## config.mk

```make
export PLATFORM = sky130hd
export DESIGN_NAME = backlight_pwm_dimmer
export DESIGN_NICKNAME = d
export VERILOG_FILES = /design/src/rtl/backlight_pwm_dimmer.sv
export SDC_FILE = /design/constraint.sdc
export NUM_CORES = 1
export LEC_CHECK = 0
export CAP_MARGIN = 10
export CORE_AREA = 2 2 95 97
export DETAILED_ROUTE_END_ITERATION = 16
export DIE_AREA = 0 0 97 99
export DONT_BUFFER_PORTS = 1
export SLEW_MARGIN = 20
export SYNTH_ARGS = -nofsm -noshare
export SYNTH_HDL_FRONTEND = slang
export SYNTH_SLANG_ARGS = --single-unit
```

## constraint.sdc

```tcl
create_clock -name I_clk -period 3.8 [get_ports I_clk]
set_input_delay 0.38 -clock I_clk [delete_from_list [all_inputs] [get_ports I_clk]]
set_output_delay 0.38 -clock I_clk [all_outputs]
set_load 0.05 [all_outputs]
```

## src/rtl/backlight_pwm_dimmer.sv

```systemverilog
// -----------------------------------------------------------------------------
// backlight_pwm_dimmer
//
// Turns the 8-bit ambient-light brightness value into a glitch-free PWM drive
// for the MiniLED backlight. Duty changes take effect only at PWM period
// boundaries. Each change is slew-limited to STEP LSBs per period. The enable
// input ramps the duty up or down softly, so the panel never snaps on or off.
//
// Ports:
//   I_clk          system clock
//   I_reset        synchronous reset, active-high
//   I_en           backlight enable (level)
//   I_bright_data  requested brightness, sampled only at a period boundary
//   O_pwm          registered PWM drive; lags the phase counter by one cycle
//   O_duty         duty currently applied
//   O_period_start one-cycle pulse on the first cycle of each PWM period
//   O_busy         high while ramping (RAMP or DOWN state)
//
// Handshake: there is none. The inputs are level signals. They are sampled
// only on the boundary cycle. The outputs are plain registered levels or
// pulses.
// -----------------------------------------------------------------------------
module backlight_pwm_dimmer #(
    parameter int PRESC_DIV = 10,
    parameter int STEP      = 2,
    parameter int MIN_DUTY  = 4
) (
    input  logic       I_clk,
    input  logic       I_reset,
    input  logic       I_en,
    input  logic [7:0] I_bright_data,
    output logic       O_pwm,
    output logic [7:0] O_duty,
    output logic       O_period_start,
    output logic       O_busy
);

    localparam logic [15:0] PRESC_L = 16'(PRESC_DIV - 1);
    localparam logic [7:0]  STEP_L  = 8'(STEP);
    localparam logic [7:0]  MIN_L   = 8'(MIN_DUTY);

    typedef enum logic [1:0] {
        ST_OFF  = 2'd0,
        ST_RAMP = 2'd1,
        ST_RUN  = 2'd2,
        ST_DOWN = 2'd3
    } state_t;

    state_t      r_state;
    logic [15:0] r_presc;
    logic [7:0]  r_phase;
    logic [7:0]  r_duty;
    logic        r_pwm;
    logic        r_period_start;
    logic        r_busy;

    logic        w_tick;
    logic        w_boundary;
    logic [7:0]  w_target;
    logic [8:0]  w_up9;
    logic [8:0]  w_dn9;
    logic [7:0]  w_next_duty;

    assign w_tick     = (r_presc == PRESC_L);
    // A period ends on the tick that wraps the phase from 255 to 0.
    assign w_boundary = w_tick && (r_phase == 8'hFF);

    // Target and slew-limited duty. The 9-bit intermediates keep the step
    // from wrapping past 0 or 255.
    always_comb begin
        w_target    = 8'd0;
        w_up9       = {1'b0, r_duty} + {1'b0, STEP_L};
        w_dn9       = {1'b0, r_duty} - {1'b0, STEP_L};
        w_next_duty = r_duty;
        if (I_en) begin
            w_target = (I_bright_data < MIN_L) ? MIN_L : I_bright_data;
        end
        if (r_duty < w_target) begin
            w_next_duty = (w_up9 > {1'b0, w_target}) ? w_target : w_up9[7:0];
        end else if (r_duty > w_target) begin
            // A set bit 8 means the subtraction underflowed below zero.
            w_next_duty = (w_dn9[8] || (w_dn9 < {1'b0, w_target})) ? w_target : w_dn9[7:0];
        end
    end

    always_ff @(posedge I_clk) begin
        if (I_reset) begin
            r_state        <= ST_OFF;
            r_presc        <= 16'd0;
            r_phase        <= 8'd0;
            r_duty         <= 8'd0;
            r_pwm          <= 1'b0;
            r_period_start <= 1'b0;
            r_busy         <= 1'b0;
        end else begin
            r_period_start <= w_boundary;

            if (w_tick) begin
                r_presc <= 16'd0;
                r_phase <= r_phase + 8'd1;
            end else begin
                r_presc <= r_presc + 16'd1;
            end

            // On the boundary edge this compares phase 255 against the old
            // duty. The new duty first shows up on O_pwm for phase 0.
            r_pwm <= (r_duty == 8'hFF) || (r_phase < r_duty);

            if (w_boundary) begin
                r_duty <= w_next_duty;
                case (r_state)
                    ST_OFF: begin
                        if (I_en) begin
                            r_state <= ST_RAMP;
                            r_busy  <= 1'b1;
                        end
                    end
                    ST_RAMP: begin
                        if (!I_en) begin
                            r_state <= ST_DOWN;
                            r_busy  <= 1'b1;
                        end else if (w_next_duty == w_target) begin
                            r_state <= ST_RUN;
                            r_busy  <= 1'b0;
                        end
                    end
                    ST_RUN: begin
                        if (!I_en) begin
                            r_state <= ST_DOWN;
                            r_busy  <= 1'b1;
                        end else if (w_target != r_duty) begin
                            r_state <= ST_RAMP;
                            r_busy  <= 1'b1;
                        end
                    end
                    ST_DOWN: begin
                        // Re-enabling continues from the current duty,
                        // because the step logic moves it toward the new
                        // target.
                        if (I_en) begin
                            r_state <= ST_RAMP;
                            r_busy  <= 1'b1;
                        end else if (w_next_duty == 8'd0) begin
                            r_state <= ST_OFF;
                            r_busy  <= 1'b0;
                        end
                    end
                    default: begin
                        r_state <= ST_OFF;
                        r_busy  <= 1'b0;
                    end
                endcase
            end
        end
    end

    assign O_pwm          = r_pwm;
    assign O_duty         = r_duty;
    assign O_period_start = r_period_start;
    assign O_busy         = r_busy;

endmodule

```

# ---- After elaboration in Yosys (flattened, before gate mapping)
# Index checks and enable logic that the tools add are counted.
dict set report classes {
  add_sub_neg 4
  n_lt_le_gt_ge 6
  reduce_logical 7
  muxes 22
  eq_ne 12
}
# op count
set ops {}
lappend ops {{$mux 8} 6}
lappend ops {{$add 16x1->16 const B} 1}
lappend ops {{$eq 16x4->1 const B} 1}
lappend ops {{$eq 8x8->1 const B} 2}
lappend ops {{$lt 8x8->1} 2}
lappend ops {{$mux 2} 7}
lappend ops {{$add 8x2->9 const B} 1}
lappend ops {{$gt 9x8->1} 1}
lappend ops {{$lt 9x8->1} 1}
lappend ops {{$ne 3x3->1 const B} 3}
lappend ops {{$sub 8x2->9 const B} 1}
lappend ops {{$add 8x1->8 const B} 1}
lappend ops {{$eq 8x8->1} 1}
lappend ops {{$gt 8x8->1} 1}
lappend ops {{$logic_not 8->1} 1}
lappend ops {{$lt 8x3->1 const B} 1}
lappend ops {{$ne 8x8->1} 1}
lappend ops {{$pmux 2 s4} 1}
lappend ops {{$mux 1} 7}
lappend ops {{$reduce_and 5->1} 1}
lappend ops {{$eq 2x2->1 const B} 2}
lappend ops {{$pmux 1 s4} 1}
lappend ops {{$eq 2x1->1 const B} 1}
lappend ops {{$logic_not 2->1} 1}
lappend ops {{4 further kinds} 5}
dict set report word_totals {
  output_inout_bits 11
  regBits 37
  word_cells 58
  input_bits 11
}

# ---- Logic depth before layout (Yosys ltp)
dict set report depth {
  word_depth 12
  depth_mapped 17
  ltp_nobuf 15
}

# ---- Worst setup path after synthesis
# Ideal clock, no wire load.
dict set report synth_timing {
  path_type {register to register}
  from {reg r_duty[1] (netlist: O_duty[1])}
  to {reg r_busy (netlist: O_busy)}
  slack_ns -0.490
  setup_ns 0.061
  n_path_buf 2
  stages_incl_launch_ff 18
  synth_period_minus_slack_ns 4.290
  t_arrival_ns 4.229
  required_time_ns 3.739
  cell_sequence {dfxtp_1 -> clkbuf_1 -> inv_1 -> ha_1 -> and4_1 -> or2_2 -> ha_1 -> nand3_1 -> o221ai_1 -> o21ai_2 -> buf_6 -> mux2i_1 -> a211oi_2 -> o2111ai_1 -> nor4_2 -> o31ai_1 -> a311oi_1 -> o221a_1}
}
dict set report synth_via {
  elab_chain_len 9
  word_cells_on_any_way 18
  classes_between {add/sub: 2; order compare: 4; eq/ne: 5; mux: 4; reduce/logical: 3}
}
# item line
set synth_rtl {}
lappend synth_rtl {{start, declared} 52} ;# logic [7:0] r_duty;
lappend synth_rtl {{start signal, assigned} 110} ;# r_duty <= w_next_duty;
lappend synth_rtl {{$sub 8x2->9} 73} ;# w_dn9 = {1'b0, r_duty} - {1'b0, STEP_L};
lappend synth_rtl {{$lt 9x8->1} 82} ;# w_next_duty = (w_dn9[8] || (w_dn9 < {1'b0, w_target})) ? w_target : w_dn9[7:0];
lappend synth_rtl {{$logic_or 1x1->1} 82}
lappend synth_rtl {{$mux 8} 82}
lappend synth_rtl {{$mux 8} 80} ;# end else if (r_duty > w_target) begin
lappend synth_rtl {{$mux 8} 78} ;# if (r_duty < w_target) begin
lappend synth_rtl {{$eq 8x8->1 or $logic_not 8->1 (tied branches)} {122, 143}}
lappend synth_rtl {{$ne 3x3->1 (no line)} -}
lappend synth_rtl {{$reduce_and 5->1 (no line) *} -}
lappend synth_rtl {{end signal, assigned} 121} ;# r_busy <= 1'b1;
lappend synth_rtl {{end signal, assigned} 124} ;# r_busy <= 1'b0;
lappend synth_rtl {{end signal, assigned} 130} ;# r_busy <= 1'b1;
lappend synth_rtl {{end, declared} 55} ;# logic r_busy;
# Every way passes the cells marked *; elsewhere a longest branch is shown, timed or not.
# A chain may end at the register's enable or synchronous reset.

# ---- Final worst setup path
# Same ends and word-level chain as after synthesis.

==> results.py <==
metrics = {
    "routing": {
        "drc": 0,
        "vias": 3644,
        "firstDrtPassIters": 5,
        "viasPerCell": 5.90,
        "first_iter_violations": 220,
        "routed_wl_um": 11300,
        "ant_nets": 0,
        "wl_per_cell_um": 18.3,
    },
    "cells_and_area": {
        "multi_input_area_sq_um": 2760,
        "postLayoutCellArea_sq_um": 4540,
        "num_antenna_cells": 0,
        "mostFrequentLayoutCells": "buf_4, nor2_1, dfxtp_1, nand2_1, ha_1",
        "layout-drive-gt1-share_pct": 32.2,
        "syn2layout_area_growth_pct": 31.7,
        "nFillCells": 804,
        "layout.nets": 554,
        "utilization_pct": 53.1,
        "final_common_cell": "buf_4",
        "regArea_sq_um": 753,
    },
    "setup_path": {
        "critical_path_class": "reg -> reg",
        "slowest_delay_ns": 0.41,
        "path_cells": "ha_2 -> nand3_2 -> nor3_4 -> xnor2_2 -> ha_1 -> and3_1 -> or3b_4 -> o211a_2 -> nor4_2 -> a211o_1 -> o211ai_1 -> nor4_2 -> buf_4 -> o31ai_2 -> a311oi_2 -> o221a_1",
        "worstSetupStartpoint": "O_duty[1]$_SDFFE_PP0P_",
        "end_kind": "flop",
        "crit_top_cell": "nor4_2",
        "slowest_stage": "or3b_4",
        "critPathRequiredTime_ns": 4.04,
        "timing.rr.start": "O_duty[1]$_SDFFE_PP0P_",
        "cp.arrival_ns": 4.05,
        "path_max_fanout": 4,
        "crit_path_start_kind": "flop",
    },
    "timing": {
        "relSlewSlack_pct": 29.4,
        "hold_viol": 0,
        "setup_slack_ns": -0.0124,
        "grt_setup_unrepaired": "yes",
        "finClkSkew_ns": 0.0112,
        "tightest_slew_ns": 1.05,
        "setup_violations": 1,
        "maxSlewViolCount": 0,
        "period_needed_ns": 3.81,
        "post-route-period-util_pct": 100,
        "timing.fmax_ghz": 0.262,
    },
    "flow_run": {
        "cap_viol_max_count": 0,
    },
    "logic_synthesis": {
        "synth-warning-count": 0,
        "synthArstFlopShare_pct": 0,
        "synth-main-ff-cell": "dfxtp_1",
        "synthDistinctLibCells": 78,
        "syn_area_sq_um": 3450,
        "synth_edf_count": 0,
        "netlist_instances": 431,
        "ys_seq_area_share_pct": 21.5,
        "avgSynthCellArea_sq_um": 8.01,
        "synth_seq_cells": 37,
        "syn_nets": 476,
    },
    "global_routing": {
        "grt-ovfl-total": 0,
        "grt_pass1_vias": 3434,
        "grt_pass1_wl_um": 17500,
        "grt_start_max_net_pins": 24,
        "antenna_found_initial": 0,
        "track_usage_pct": 22.5,
    },
    "clocking": {
        "cts-root-buf": "clkbuf_8",
        "hold_buffers": 0,
        "clock_latency_ns": 0.29,
        "cts_max_level": 2,
        "clockBufferDepth": 2,
        "tritoncts": "done",
        "clock_sinks": 37,
        "clkSlewWorstSetupHoldPaths_ns": 0.08,
        "cts-buffers-inserted": 5,
    },
    "placed_design": {
        "place.gp.congestion": 0.956,
        "pre_cts_ws_ns": -0.249,
        "dpl-instance-area_sq_um": 4110,
        "hpwl_um": 8550,
        "port_buffers": 0,
    },
    "power_and_ir_drop": {
        "p_leak_nw": 1.89,
        "peakVddDrop_uv": 280,
        "power_uw": 950,
        "power_density_nw_per_um2": 209,
    },
    "die": {
        "num_io_pins": 22,
        "die_y_um": 99,
        "rows": 34,
        "dieWidth_um": 97,
        "dieArea_sq_um": 9600,
        "core_area_sq_um": 8550,
        "initial_core_util_pct": 40.4,
    },
    "status": {
        "status": "complete, but fails checks",
        "violations": "negative setup slack",
    },
    "hold_path": {
        "hold_path_class": "in -> reg",
        "hold_path_startpoint": "I_reset",
    },
}
## metal layers
metal	part of all wire [%]	global-route usage, %	wire (um)	vias up
li1	-	-	-	1748
met1	42	28.8	4800	1741
met2	49	37.4	5480	124
met3	5.3	3.26	601	31
met4	3.7	10.5	416	0
met5	0	0	0	-
## cell usage after synthesis, drive strengths merged (9+ instances only)
library cell,number,area (sq um)
nor4,11,87.6
xor2,16,140
xnor2,16,148
dfxtp,37,741
clkbuf,10,47.5
nand2,32,120
nor2,49,184
ha,34,425
inv,25,93.8
nand3,22,110
o21ai,18,93.8
mux2i,9,90.1
a21oi,32,164
a21o,12,92.6
## cells by family (layout without fill, tap and decap cells)
group / count (synthesis) / after routing / share of synthesized area [%]
adders and majority gates: 34 / 34 / 12.3
muxes: 10 / 10 / 2.94
buffers and inverters: 44 / 123 / 6.38
AOI/OAI and AO/OA: 117 / 117 / 25.0
DFF: 37 / 37 / 21.5
xor gates and xnor gates: 32 / 32 / 8.34
and+or+nand+nor: 157 / 157 / 23.5
## worst max-delay path, delay by kind of cell, from the launching register on
kind	cells	cell delay (ns)
simple gates	6	1.50
compound gates	6	1.09
fa+ha+maj	2	0.51
flops	1	0.38
buf+inv	1	0.16
xor+xnor	1	0.11
## path summary, 6_finish.rpt
path / slack, ns / depth (start not counted) / endpoint
worst min-delay path: 0.14 / 1 / O_duty[4]$_SDFFE_PP0P_
worst min register to register: 0.49 / 1 / r_presc[0]$_SDFF_PP0_
worst max-delay path: -0.01 / 16 / O_busy$_SDFFE_PP0P_
worst max register to register: -0.01 / 16 / O_busy$_SDFFE_PP0P_
## registers in the layout, indices dropped and copies added (netlist names)
register	cells
r_presc	16
O_duty	8
r_phase	8
r_state	2
O_busy	1
O_period_start	1
O_pwm	1
## report_power, final
part / total (mW) / internal, mW / switching (mW) / leakage [nW]
Clock: 0.345 / 0.196 / 0.148 / 0.0543
Sequential: 0.391 / 0.388 / 0.00313 / 0.301
Combinational: 0.214 / 0.0978 / 0.116 / 1.54
## area by class of cell
type	instances	area share (%)
clock buffer	5	1.51
clock inverter	3	1.02
inverter	26	2.15
multi-input combinational	350	60.6
sequential	37	16.6
tap	108	2.97
timing repair buffer	89	15.1
## per-stage QoR
step | cells | hold slack (ns) | TNS [ns]
2_1_floorplan | 431 | 0.445 | 0
3_3_place_gp | 602 | 0.448 | -0.0999
3_5_place_dp | 602 | 0.449 | -0.266
4_1_cts | 611 | 0.128 | 0
5_1_grt | 618 | 0.123 | -0.162
6_report | 618 | 0.140 | -0.0124
## timing repair
action	CTS	global route
endpoints found under the setup margin	1	3
pin swaps	3	22
endpoints found under the hold margin	0	0
setup buffers	1	7
resized for setup	5	43
No activity file was read; power rests on OpenSTA's default activity.
